[src/rtl/mips_ctrl_pkg.sv]
// Shared encodings for the multi-cycle MIPS main control: opcodes, select codes,
// the FSM state enum and the packed control-output vector.
package mips_ctrl_pkg;

  localparam logic [5:0] OP_RTYPE = 6'b000000;
  localparam logic [5:0] OP_LW    = 6'b100011;
  localparam logic [5:0] OP_SW    = 6'b101011;
  localparam logic [5:0] OP_BEQ   = 6'b000100;
  localparam logic [5:0] OP_J     = 6'b000010;
  localparam logic [5:0] OP_ADDI  = 6'b001000;

  localparam logic [1:0] ALUOP_ADD   = 2'b00;
  localparam logic [1:0] ALUOP_SUB   = 2'b01;
  localparam logic [1:0] ALUOP_FUNCT = 2'b10;

  localparam logic [1:0] SRCB_B      = 2'b00;
  localparam logic [1:0] SRCB_FOUR   = 2'b01;
  localparam logic [1:0] SRCB_IMM    = 2'b10;
  localparam logic [1:0] SRCB_IMM_SH = 2'b11;

  localparam logic [1:0] PCSRC_ALU    = 2'b00;
  localparam logic [1:0] PCSRC_ALUOUT = 2'b01;
  localparam logic [1:0] PCSRC_JUMP   = 2'b10;

  typedef enum logic [3:0] {
    S_IDLE     = 4'd0,
    S_FETCH    = 4'd1,
    S_DECODE   = 4'd2,
    S_MEM_ADDR = 4'd3,
    S_MEM_RD   = 4'd4,
    S_MEM_WB   = 4'd5,
    S_MEM_WR   = 4'd6,
    S_R_EXE    = 4'd7,
    S_R_WB     = 4'd8,
    S_BEQ      = 4'd9,
    S_JMP      = 4'd10,
    S_ADDI_EXE = 4'd11,
    S_ADDI_WB  = 4'd12,
    S_TRAP     = 4'd13
  } state_t;

  typedef struct packed {
    logic       pc_write;
    logic       pc_write_cond;
    logic       iord;
    logic       mem_read;
    logic       mem_write;
    logic       ir_write;
    logic       mem_to_reg;
    logic       reg_dst;
    logic       reg_write;
    logic       alu_src_a;
    logic [1:0] alu_src_b;
    logic [1:0] alu_op;
    logic [1:0] pc_source;
    logic       illegal_op;
  } ctrl_t;

endpackage

[src/rtl/mc_output_decode.sv]
// Combinational mapping from (state, mem_ready) to the datapath control vector.
// Everything not explicitly driven for a state stays 0.
module mc_output_decode
  import mips_ctrl_pkg::*;
(
  input  state_t state,
  input  logic   mem_ready,
  output ctrl_t  ctrl
);

  always_comb begin
    ctrl = '0;
    case (state)
      S_FETCH: begin
        ctrl.mem_read  = 1'b1;
        ctrl.alu_src_b = SRCB_FOUR;
        ctrl.alu_op    = ALUOP_ADD;
        ctrl.pc_source = PCSRC_ALU;
        // IR and PC only load in the cycle the read actually completes
        ctrl.ir_write  = mem_ready;
        ctrl.pc_write  = mem_ready;
      end
      S_DECODE: begin
        ctrl.alu_src_b = SRCB_IMM_SH;
        ctrl.alu_op    = ALUOP_ADD;
      end
      S_MEM_ADDR, S_ADDI_EXE: begin
        ctrl.alu_src_a = 1'b1;
        ctrl.alu_src_b = SRCB_IMM;
        ctrl.alu_op    = ALUOP_ADD;
      end
      S_MEM_RD: begin
        ctrl.mem_read = 1'b1;
        ctrl.iord     = 1'b1;
      end
      S_MEM_WB: begin
        ctrl.reg_write  = 1'b1;
        ctrl.mem_to_reg = 1'b1;
      end
      S_MEM_WR: begin
        ctrl.mem_write = 1'b1;
        ctrl.iord      = 1'b1;
      end
      S_R_EXE: begin
        ctrl.alu_src_a = 1'b1;
        ctrl.alu_src_b = SRCB_B;
        ctrl.alu_op    = ALUOP_FUNCT;
      end
      S_R_WB: begin
        ctrl.reg_write = 1'b1;
        ctrl.reg_dst   = 1'b1;
      end
      S_BEQ: begin
        ctrl.alu_src_a     = 1'b1;
        ctrl.alu_src_b     = SRCB_B;
        ctrl.alu_op        = ALUOP_SUB;
        ctrl.pc_write_cond = 1'b1;
        ctrl.pc_source     = PCSRC_ALUOUT;
      end
      S_JMP: begin
        ctrl.pc_write  = 1'b1;
        ctrl.pc_source = PCSRC_JUMP;
      end
      S_ADDI_WB: ctrl.reg_write  = 1'b1;
      S_TRAP:    ctrl.illegal_op = 1'b1;
      default: ;
    endcase
  end

endmodule

[src/rtl/multicycle_control.sv]
// Multi-cycle MIPS main control FSM: state register, next-state logic and
// retired-instruction counter; output decode lives in mc_output_decode.
module multicycle_control
  import mips_ctrl_pkg::*;
#(
  parameter int CNT_W = 32
) (
  input  logic             clk,
  input  logic             rst_n,
  input  logic [5:0]       opcode,
  input  logic             mem_ready,
  output logic             PCWrite,
  output logic             PCWriteCond,
  output logic             IorD,
  output logic             MemRead,
  output logic             MemWrite,
  output logic             IRWrite,
  output logic             MemtoReg,
  output logic             RegDst,
  output logic             RegWrite,
  output logic             ALUSrcA,
  output logic [1:0]       ALUSrcB,
  output logic [1:0]       ALUOp,
  output logic [1:0]       PCSource,
  output logic             illegal_op,
  output logic [CNT_W-1:0] instr_count
);

  state_t state, state_nxt;
  ctrl_t  ctrl;
  logic   retire;

  always_ff @(posedge clk or negedge rst_n) begin
    if (!rst_n) state <= S_IDLE;
    else        state <= state_nxt;
  end

  always_comb begin
    state_nxt = state;
    case (state)
      S_IDLE:  state_nxt = S_FETCH;
      S_FETCH: if (mem_ready) state_nxt = S_DECODE;
      S_DECODE: begin
        case (opcode)
          OP_LW, OP_SW: state_nxt = S_MEM_ADDR;
          OP_RTYPE:     state_nxt = S_R_EXE;
          OP_BEQ:       state_nxt = S_BEQ;
          OP_J:         state_nxt = S_JMP;
          OP_ADDI:      state_nxt = S_ADDI_EXE;
          default:      state_nxt = S_TRAP;
        endcase
      end
      S_MEM_ADDR: state_nxt = (opcode == OP_SW) ? S_MEM_WR : S_MEM_RD;
      S_MEM_RD:   if (mem_ready) state_nxt = S_MEM_WB;
      S_MEM_WR:   if (mem_ready) state_nxt = S_FETCH;
      S_R_EXE:    state_nxt = S_R_WB;
      S_ADDI_EXE: state_nxt = S_ADDI_WB;
      S_MEM_WB, S_R_WB, S_BEQ, S_JMP, S_ADDI_WB: state_nxt = S_FETCH;
      S_TRAP:     state_nxt = S_TRAP;
      default:    state_nxt = S_TRAP;
    endcase
  end

  // An instruction retires on the edge that leaves its final state
  always_comb begin
    retire = 1'b0;
    case (state)
      S_MEM_WB, S_R_WB, S_BEQ, S_JMP, S_ADDI_WB: retire = 1'b1;
      S_MEM_WR: retire = mem_ready;
      default:  retire = 1'b0;
    endcase
  end

  always_ff @(posedge clk or negedge rst_n) begin
    if (!rst_n)      instr_count <= '0;
    else if (retire) instr_count <= instr_count + CNT_W'(1);
  end

  mc_output_decode u_decode (
    .state     (state),
    .mem_ready (mem_ready),
    .ctrl      (ctrl)
  );

  assign PCWrite     = ctrl.pc_write;
  assign PCWriteCond = ctrl.pc_write_cond;
  assign IorD        = ctrl.iord;
  assign MemRead     = ctrl.mem_read;
  assign MemWrite    = ctrl.mem_write;
  assign IRWrite     = ctrl.ir_write;
  assign MemtoReg    = ctrl.mem_to_reg;
  assign RegDst      = ctrl.reg_dst;
  assign RegWrite    = ctrl.reg_write;
  assign ALUSrcA     = ctrl.alu_src_a;
  assign ALUSrcB     = ctrl.alu_src_b;
  assign ALUOp       = ctrl.alu_op;
  assign PCSource    = ctrl.pc_source;
  assign illegal_op  = ctrl.illegal_op;

endmodule

[config.mk]
export PLATFORM = sky130hd
export DESIGN_NAME = multicycle_control
export DESIGN_NICKNAME = d
export VERILOG_FILES = /design/src/rtl/mips_ctrl_pkg.sv /design/src/rtl/mc_output_decode.sv /design/src/rtl/multicycle_control.sv
export SDC_FILE = /design/constraint.sdc
export NUM_CORES = 1
export LEC_CHECK = 0
export BUFFER_PORTS_ARGS = -buffer_cell sky130_fd_sc_hd__buf_2
export CELL_PAD_IN_SITES_DETAIL_PLACEMENT = 1
export CELL_PAD_IN_SITES_GLOBAL_PLACEMENT = 1
export CORE_UTILIZATION = 25
export DETAILED_ROUTE_END_ITERATION = 6
export GPL_TIMING_DRIVEN = 0
export PLACE_DENSITY_LB_ADDON = 0.08
export SKIP_LAST_GASP = 1
export SLEW_MARGIN = 20
export SYNTH_ARGS = -nofsm -noshare
export SYNTH_HDL_FRONTEND = slang
export SYNTH_HIERARCHICAL = 1
export SYNTH_SLANG_ARGS = --single-unit
[constraint.sdc]
create_clock -name clk -period 1.6 [get_ports clk]
set_input_delay 0.08 -clock clk [delete_from_list [all_inputs] [get_ports clk]]
set_output_delay 0.08 -clock clk [all_outputs]
set_load 0.01 [all_outputs]
---- Yosys cells after proc, flatten, opt, wreduce, memory -nomap -nowiden ----
Cells that the tools add are included.
word-level totals
  bits of input ports ..................... 9
  logic and storage cells ................. 55
  output and inout bits ................... 49
  register bits after elaboration ......... 36
operators by class
  multiplexer cells ....................... 20
  reductions and logical operators ........ 11
  add/sub/neg operators ................... 1
  equality and inequality tests ........... 21
operators by type and width
  cell                   count
  $pmux 4 s5             2
  $add 32x1->32 const B  1
  $pmux 4 s8             1
  $eq 4x4->1 const B     6
  $eq 4x3->1 const B     4
  $eq 6x6->1 const B     2
  $mux 4                 3
  $mux 1                 10
  $eq 4x2->1 const B     2
  $reduce_or 2->1        4
  $eq 6x2->1 const B     1
  $eq 6x3->1 const B     1
  $eq 6x4->1 const B     1
  $logic_not 6->1        1
  $ne 2x2->1 const B     3
  $reduce_or 6->1        1
  $reduce_or 5->1        1
  $eq 4x1->1 const B     1
  $logic_not 4->1        1
  $pmux 1 s2             2
  $pmux 2 s2             1
  $reduce_or 4->1        1
  $reduce_and 3->1       1
  $reduce_or 3->1        1
  $mux 2                 1

---- Longest topological paths before layout ----
Gate-level depths: netlist of run 1.
  depth in word-level cells ............... 4
  mapped depth ............................ 6
  depth with buffers taken out ............ 5

---- By module ----
Netlist of run 1, hierarchy kept.
by module, submodules not included
  module              times used  area an instance (µm²)  sequential area each (µm²)  cells each
  multicycle_control  1           1889.3                  900.9                       181
  mc_output_decode    1           251.5                   0.0                         33

---- Least setup slack after synthesis of run 1 ----
OpenSTA, ideal clock, no wires.
  path type ............................... register to register
  from .................................... register instr_count[3]
  to ...................................... register instr_count[27]
  arrival time ............................ 1690 ps
  setup time .............................. 79 ps
  period minus slack after synthesis ...... 1769 ps
  data required time ...................... 1521 ps
  path slack .............................. -169 ps
  stages on the path, launching flop included .. 6
  buffers on the path ..................... 0
  path through ............................ dfrtp_1 -> nand4_4 -> nor4_4 -> nand4_4 -> nor4_1 -> xor2_1
between the ends
  cells in the longest elaborated chain, start to end .. 1
ends and longest elaborated chain
  what                    RTL line                  source
  from (decl)             multicycle_control.sv:26  output logic [CNT_W-1:0] instr_count
  from (signal assigned)  multicycle_control.sv:76  else if (retire) instr_count <= instr_count + CNT_W'(1);
  $add 32x1->32           multicycle_control.sv:76
No other way between the ends.
A chain may end at the register's enable or synchronous reset.

---- Final worst setup path of run 1 ----
  from .................................... register instr_count[5]
  to ...................................... register instr_count[27]
The elaborated chain is that of the path after synthesis.

==> flow_summary_export.csv, run 1 <==
group,metric,value,unit
cells_and_area,drive_above_1_share,55.5,%
clock_tree,cts_buffers,5,
clock_tree,h-tree-depth,2,
clock_tree,clkSinkCount,36,
synthesis,synth_edf_count,0,
setup_path,cpPeakStageDelay,390,ps
pwr,p_per_area,1470,mW/mm2
synthesis,ys_types,47,
synthesis,synth_ff_type,"dfrtp_1",
pwr,leakagePower,1.62,nW
hold_path,hp-class,"primary input to flip-flop",
route,wl_per_cell,14.6,um
placement,placed_area,0.00263,mm2
route,vias,1973,
global_route,grt_pass1_wl,10200,um
placement,dp_hpwl,4110,um
setup_path,path_common_cell,"nand4_4",
sta,hold_viol_final,0,
cells_and_area,synthToLayoutAreaGrowth,56.8,%
placement,routabilityCongestion,0.660,
synthesis,synth_area,0.00214,mm2
setup_path,crit_type,"flip-flop to flip-flop",
global_route,grt_use_met1,19.0,%
route,drtPass1Iterations,4,
cells_and_area,layout_common_cells,"57 x buf_2, 28 x buf_4, 27 x dfrtp_1, 19 x xnor2_1, 14 x xor2_1",
floorplan,dieArea,0.00894,mm2
sta,setup_viol,30,
global_route,grt-ovfl-total,0,
clock_tree,clock_latency,290,ps
floorplan,start_util,25.9,%
placement,place_ws,-402,ps
setup_path,crit_chain,"nand4_4 -> nor4_4 -> nand4_4 -> nor4_2 -> xor2_1",
global_route,grt_use_met2,24.8,%
synthesis,ys_seq_elements,36,
cells_and_area,postLayoutCoreUtil,40.7,%
floorplan,fp.dieH,94.5,um
floorplan,pin_count,58,
sta,slew_headroom,44.7,%
sta,rsz0062_at_grt,"true",
clock_tree,ctsRootBufferMaster,"clkbuf_8",
global_route,antenna_found_initial,0,
route,drt_iter0_markers,47,
cells_and_area,final_cell_area,0.00336,mm2
sta,worst_slack,-115,ps
global_route,grt_max_degree,37,
cells_and_area,fill_cells,950,
synthesis,yosysWarningCount,6,
sta,fin_crit_sh,107,%
global_route,top_usage_layer,"met2",
setup_path,start_kind,"flip-flop",
global_route,met3_usage,3.22,%
route,route.detailed.drc,0,
cells_and_area,antenna_cells,0,
setup_path,end_kind,"flip-flop",
floorplan,core_area,0.00826,mm2
sta,fin_crit,1720,ps
setup_path,arrival,1940,ps
outcome,violations,"setup timing",
sta,clock.fmax,0.583,GHz
synthesis,synth_top_area_share,42.1,%
setup_path,crit_family,"simple AND/OR/NAND/NOR gates",
pwr,vdd_drop_max,0.000419,V
cells_and_area,final_common_cell,"buf_2",
synthesis,synth_top_cell_by_area,"dfrtp_1",
setup_path,cp_num_buf_inv,0,
route,via_per_inst,4.68,
cells_and_area,seq_area,912,um2
route,finalWirelength,6150,um
synthesis,avgSynthCellArea,10.0,um2
cells_and_area,multi_input_area,0.00145,mm2
clock_tree,clkTransAtPathRegs,80,ps
flow_run,maxCapViolCount,0,
global_route,grt_pass1_vias,2016,
sta,worst_slew_pin_slew,830,ps
synthesis,ys_top_cells_by_area,"dfrtp_1 42%, xnor2_1 7.8%, xor2_1 5.7%",
synthesis,syn-num-nets,224,
floorplan,die_w,94.5,um
global_route,track_usage,14.8,%
floorplan,fp-row-count,33,
route,ant_nets,0,
cells_and_area,fin_nets,326,
clock_tree,cts_tree,"done",
synthesis,postSynth.asyncResetShare,100,%
sta,clock-skew-final,7.15,ps
setup_path,critPathMaxFanout,7,
setup_path,cp.required,1820,ps
outcome,status,"finished, violations left",
placement,io_buffers,57,
synthesis,synth-seq-area-share,42.1,%
synthesis,synthCells,214,
sta,slew_violations,0,
setup_path,crit_path_top_delay_cell,"dfrtp_2",
clock_tree,clock_path_buffers,2,
[worst paths after layout]
path | start | end | slack [ps] | cells after the start
setup / recovery | instr_count[5] | instr_count[27] | -120 | 5
hold / removal | opcode[4] | state[1] | 130 | 4
setup reg to reg | instr_count[5] | instr_count[27] | -120 | 5
hold reg to reg | instr_count[31] | instr_count[31] | 470 | 1
max in group asynchronous | rst_n | state[0] | 600 | 2
min in group asynchronous | rst_n | instr_count[5] | 420 | 2
[stage by stage]
stage / hold slack [ps] / cells / power [mW] / setup TNS, ps
after floorplan: -216 / 214 / 2.54 / -166
after global placement: 248 / 376 / 3.12 / -7610
after detailed placement: 242 / 376 / 3.12 / -7450
after CTS: 113 / 416 / 4.58 / -1640
after global routing: 153 / 422 / 5.25 / -4750
final: 126 / 422 / 4.92 / -1730
[power breakdown]
group          switching [mW]  internal, mW  total [mW]  leakage, nW
sequential              0.169          1.05        1.22        0.454
clock                   0.346         0.350       0.696       0.0445
combinational            1.49          1.51        3.00         1.12
total                    2.01          2.91        4.92         1.62
[registers in the layout, indices dropped and copies added (netlist names)]
name	flops
instr_count	32
state	4
[layer usage]
layer / part of all wire (%) / wire, um
met2: 51 / 3140
met1: 44 / 2720
met4: 1.2 / 74
met3: 3.5 / 214
met5: 0 / 0
[Yosys cell counts, types with 2 or more instances]
master      n
a211oi_2    2
nand3b_1    2
nand3_1    17
nor4_1      7
and3_1      3
dfrtp_1    36
xor2_1     14
nor3_1     10
inv_1       7
nand2b_1    4
clkbuf_1    3
nand4_1     5
a2111oi_0   2
nor4_4      2
nand4_4     2
buf_6       2
nor3b_1     2
nand2b_4    3
nor2_1     18
and4_2      2
xnor2_1    19
buf_4       3
a21oi_1     8
nand2_1    15
a32oi_1     2
o21ai_0     3
[tightest hold or removal path: cells and delay by family]
| kind | cells | cell delay, ps |
|---|---|---|
| compound gates | 2 | 140 |
| buf+inv | 1 | 110 |
| simple gates | 1 | 50 |
[timing repair]
| action | in CTS | in global routing |
|---|---|---|
| resized for setup | 40 | 31 |
| buffers inserted | 31 | 6 |
| endpoints found under the hold margin | 36 | 0 |
| endpoints found under the setup margin | 32 | 46 |
| hold buffers | 1 | 0 |
| pin swaps | 27 | 22 |
| cloned | 0 | 1 |
[logic make-up after synthesis]
family                     count (synthesis)  share of synthesized area (%)
AOI/OAI and AO/OA                         24                           8.01
xor gates and xnor gates                  33                           13.5
DFF                                       36                           42.1
adders and majority gates                  1                          0.584
buffers and inverters                     16                           4.09
and+or+nand+nor                          103                           31.2
muxes                                      1                          0.526
[area by class of cell]
type	count	share of cell area, %
clock inverters	1	0.224
multi-input cells	162	43.2
flip-flops and latches	36	27.2
inverters	7	0.783
well taps	105	3.91
clock buffers	7	2.57
repair buffers	96	19.5
plain buffers	8	2.68
(Power assumes the default switching activity.)
==> run 2, diff against run 1 <==
==> constraint.sdc (replaced) <==
create_clock -name clk -period 1.46 [get_ports clk]
set_input_delay 0.073 -clock clk [delete_from_list [all_inputs] [get_ports clk]]
set_output_delay 0.073 -clock clk [all_outputs]
set_load 0.01 [all_outputs]
==> run 2 against run 1 <==
- die area unchanged
- maximum frequency shrank 0.37%
- clock skew up 4.3 ps
- power increased by 37%
- combinational power is 46% higher
- via count increased by 6.3%
- the run still ends with setup timing left
- wire length is 12% higher
- sequential share of layout area is 3.2 points lower
- final cell count up 4.5%
- global-route usage up 0.64 points
==> flow_summary_export.csv, run 2 (synthesized netlist as in run 1, its figures left out) <==
group,metric,value,unit
outcome,status,"finished, violations left",
outcome,violations,"setup timing",
placement,io_buffers,57,
clock_tree,clkSinkCount,36,
pwr,leakagePower,1.84,nW
floorplan,dieArea,0.00894,mm2
setup_path,cp.required,1690,ps
clock_tree,clkTransAtPathRegs,80,ps
placement,routabilityCongestion,0.684,
sta,hold_viol_final,0,
sta,slew_violations,0,
cells_and_area,drive_above_1_share,63.1,%
cells_and_area,antenna_cells,0,
pwr,p_clk_share,14.6,%
global_route,grt_max_degree,37,
sta,worst_slew_pin_slew,826,ps
setup_path,crit_type,"flip-flop to flip-flop",
placement,dp_hpwl,4110,um
route,vias,2097,
global_route,grt_pass1_vias,2091,
hold_path,hp-class,"primary input to flip-flop",
clock_tree,clock_latency,300,ps
route,drtPass1Iterations,3,
floorplan,pin_count,58,
route,ant_nets,0,
route,via_per_inst,4.76,
sta,rsz0062_at_grt,"true",
sta,slew_headroom,44.9,%
setup_path,start_kind,"flip-flop",
sta,clock-skew-final,11.4,ps
flow_run,maxCapViolCount,0,
route,route.detailed.drc,0,
cells_and_area,finalNonFillerCells,441,
floorplan,die_w,94.5,um
pwr,vdd_drop_max,0.000703,V
placement,post-place-cells,376,
route,wl_per_cell,15.6,um
floorplan,fp-row-count,33,
global_route,grt_pass1_wl,10700,um
sta,clock.fmax,0.581,GHz
floorplan,core_area,0.00826,mm2
setup_path,arrival,1950,ps
clock_tree,cts_buffers,5,
sta,setup_viol,53,
clock_tree,ctsRootBufferMaster,"clkbuf_8",
sta,fin_crit_sh,118,%
setup_path,critPathMaxFanout,9,
floorplan,start_util,25.9,%
pwr,comb_power_share,65.3,%
sta,worst_slack,-262,ps
cells_and_area,largestRegisters,"instr_count x32, state x4",
global_route,antenna_found_initial,0,
clock_tree,clock_path_buffers,2,
global_route,grt-ovfl-total,0,
sta,fin_crit,1720,ps
route,finalWirelength,6860,um
pwr,p_per_area,1760,mW/mm2
route,drt_iter0_markers,42,
cells_and_area,layout_common_cells,"52 x buf_2, 34 x buf_4, 25 x buf_6, 25 x dfrtp_1, 17 x xnor2_1",
cells_and_area,fin_nets,345,
pwr,p_switching,2.69,mW
pwr,pwr-share-seq,20.1,%
setup_path,end_kind,"flip-flop",
clock_tree,cts_tree,"done",
cells_and_area,largest_register,"instr_count",
pwr,internal_power,4.04,mW
floorplan,fp.dieH,94.5,um
cells_and_area,final_common_cell,"buf_2",
cells_and_area,largest_reg_flops,32,
pwr,power,6.73,mW
global_route,track_usage,15.4,%
cells_and_area,synthToLayoutAreaGrowth,78.2,%
pwr,p_sw_share,39.9,%
clock_tree,h-tree-depth,2,
==> run 2: repair_timing <==
action / CTS / global route
endpoints found under the hold margin: 36 / 0
gates cloned: 0 / 3
gates resized for setup: 58 / 59
hold buffers: 1 / 0
pin swaps: 34 / 39
setup endpoints to repair: 42 / 53
buffers inserted: 34 / 21
==> run 2: final timing paths <==
check,from,endpoint,slack [ps],cells past startpoint
max in group asynchronous,rst_n,instr_count[19],470,2
min in group asynchronous,rst_n,instr_count[7],410,2
worst min-delay path,opcode[4],state[1],110,4
worst max register to register,state[3],instr_count[6],-260,6
worst max-delay path,state[3],instr_count[6],-260,6
worst min register to register,instr_count[31],instr_count[31],470,1
==> run 2: layout make-up <==
class,count,area [um2]
tap,105,131
inverter,7,26.3
multi-input combinational,163,1630
fill,914,4440
timing repair buffer,114,878
sequential,36,915
clock inverter,1,30.0
clock buffer,7,96.3
buffer,8,108
==> run 2: stage by stage <==
step                      setup slack, ps  area, um2  hold WS [ps]  util [%]  setup TNS, ps
after floorplan                      -173       2240          -223         -          -2760
after global placement               -501       2660           235      32.2         -11210
after detailed placement             -560       2660           236      32.2         -11870
after CTS                            -294       3340           139      40.5          -7740
after global routing                 -354       3810           128      46.2         -12150
final                                -262       3810           109      46.2          -7720
==> run 2: critical path: stages, from the launching register on <==
cell and delay [ps]:
dfrtp_1 440, and3_4 220, a211o_4 290, nor3_4 200, buf_12 150, and4_4 220
xor2_1 140
==> run 2: per-layer routing <==
| layer | global-route usage, % | share of wire (%) | wire length (um) |
|---|---|---|---|
| met2 | 26.8 | 52 | 3600 |
| met4 | 5.05 | 1.2 | 79 |
| met3 | 2.58 | 3.3 | 229 |
| met5 | 0 | 0 | 0 |
| met1 | 19.4 | 43 | 2950 |
==> run 2: power by group through the flow <==
stage                     registers, mW  clock network (mW)  logic, mW
after floorplan                    1.38                   0       1.47
after global placement             1.40                   0       2.08
after detailed placement           1.41                   0       2.09
after CTS                          1.32                1.02       3.30
after global routing               1.38                1.05       4.68
final                              1.35               0.981       4.39
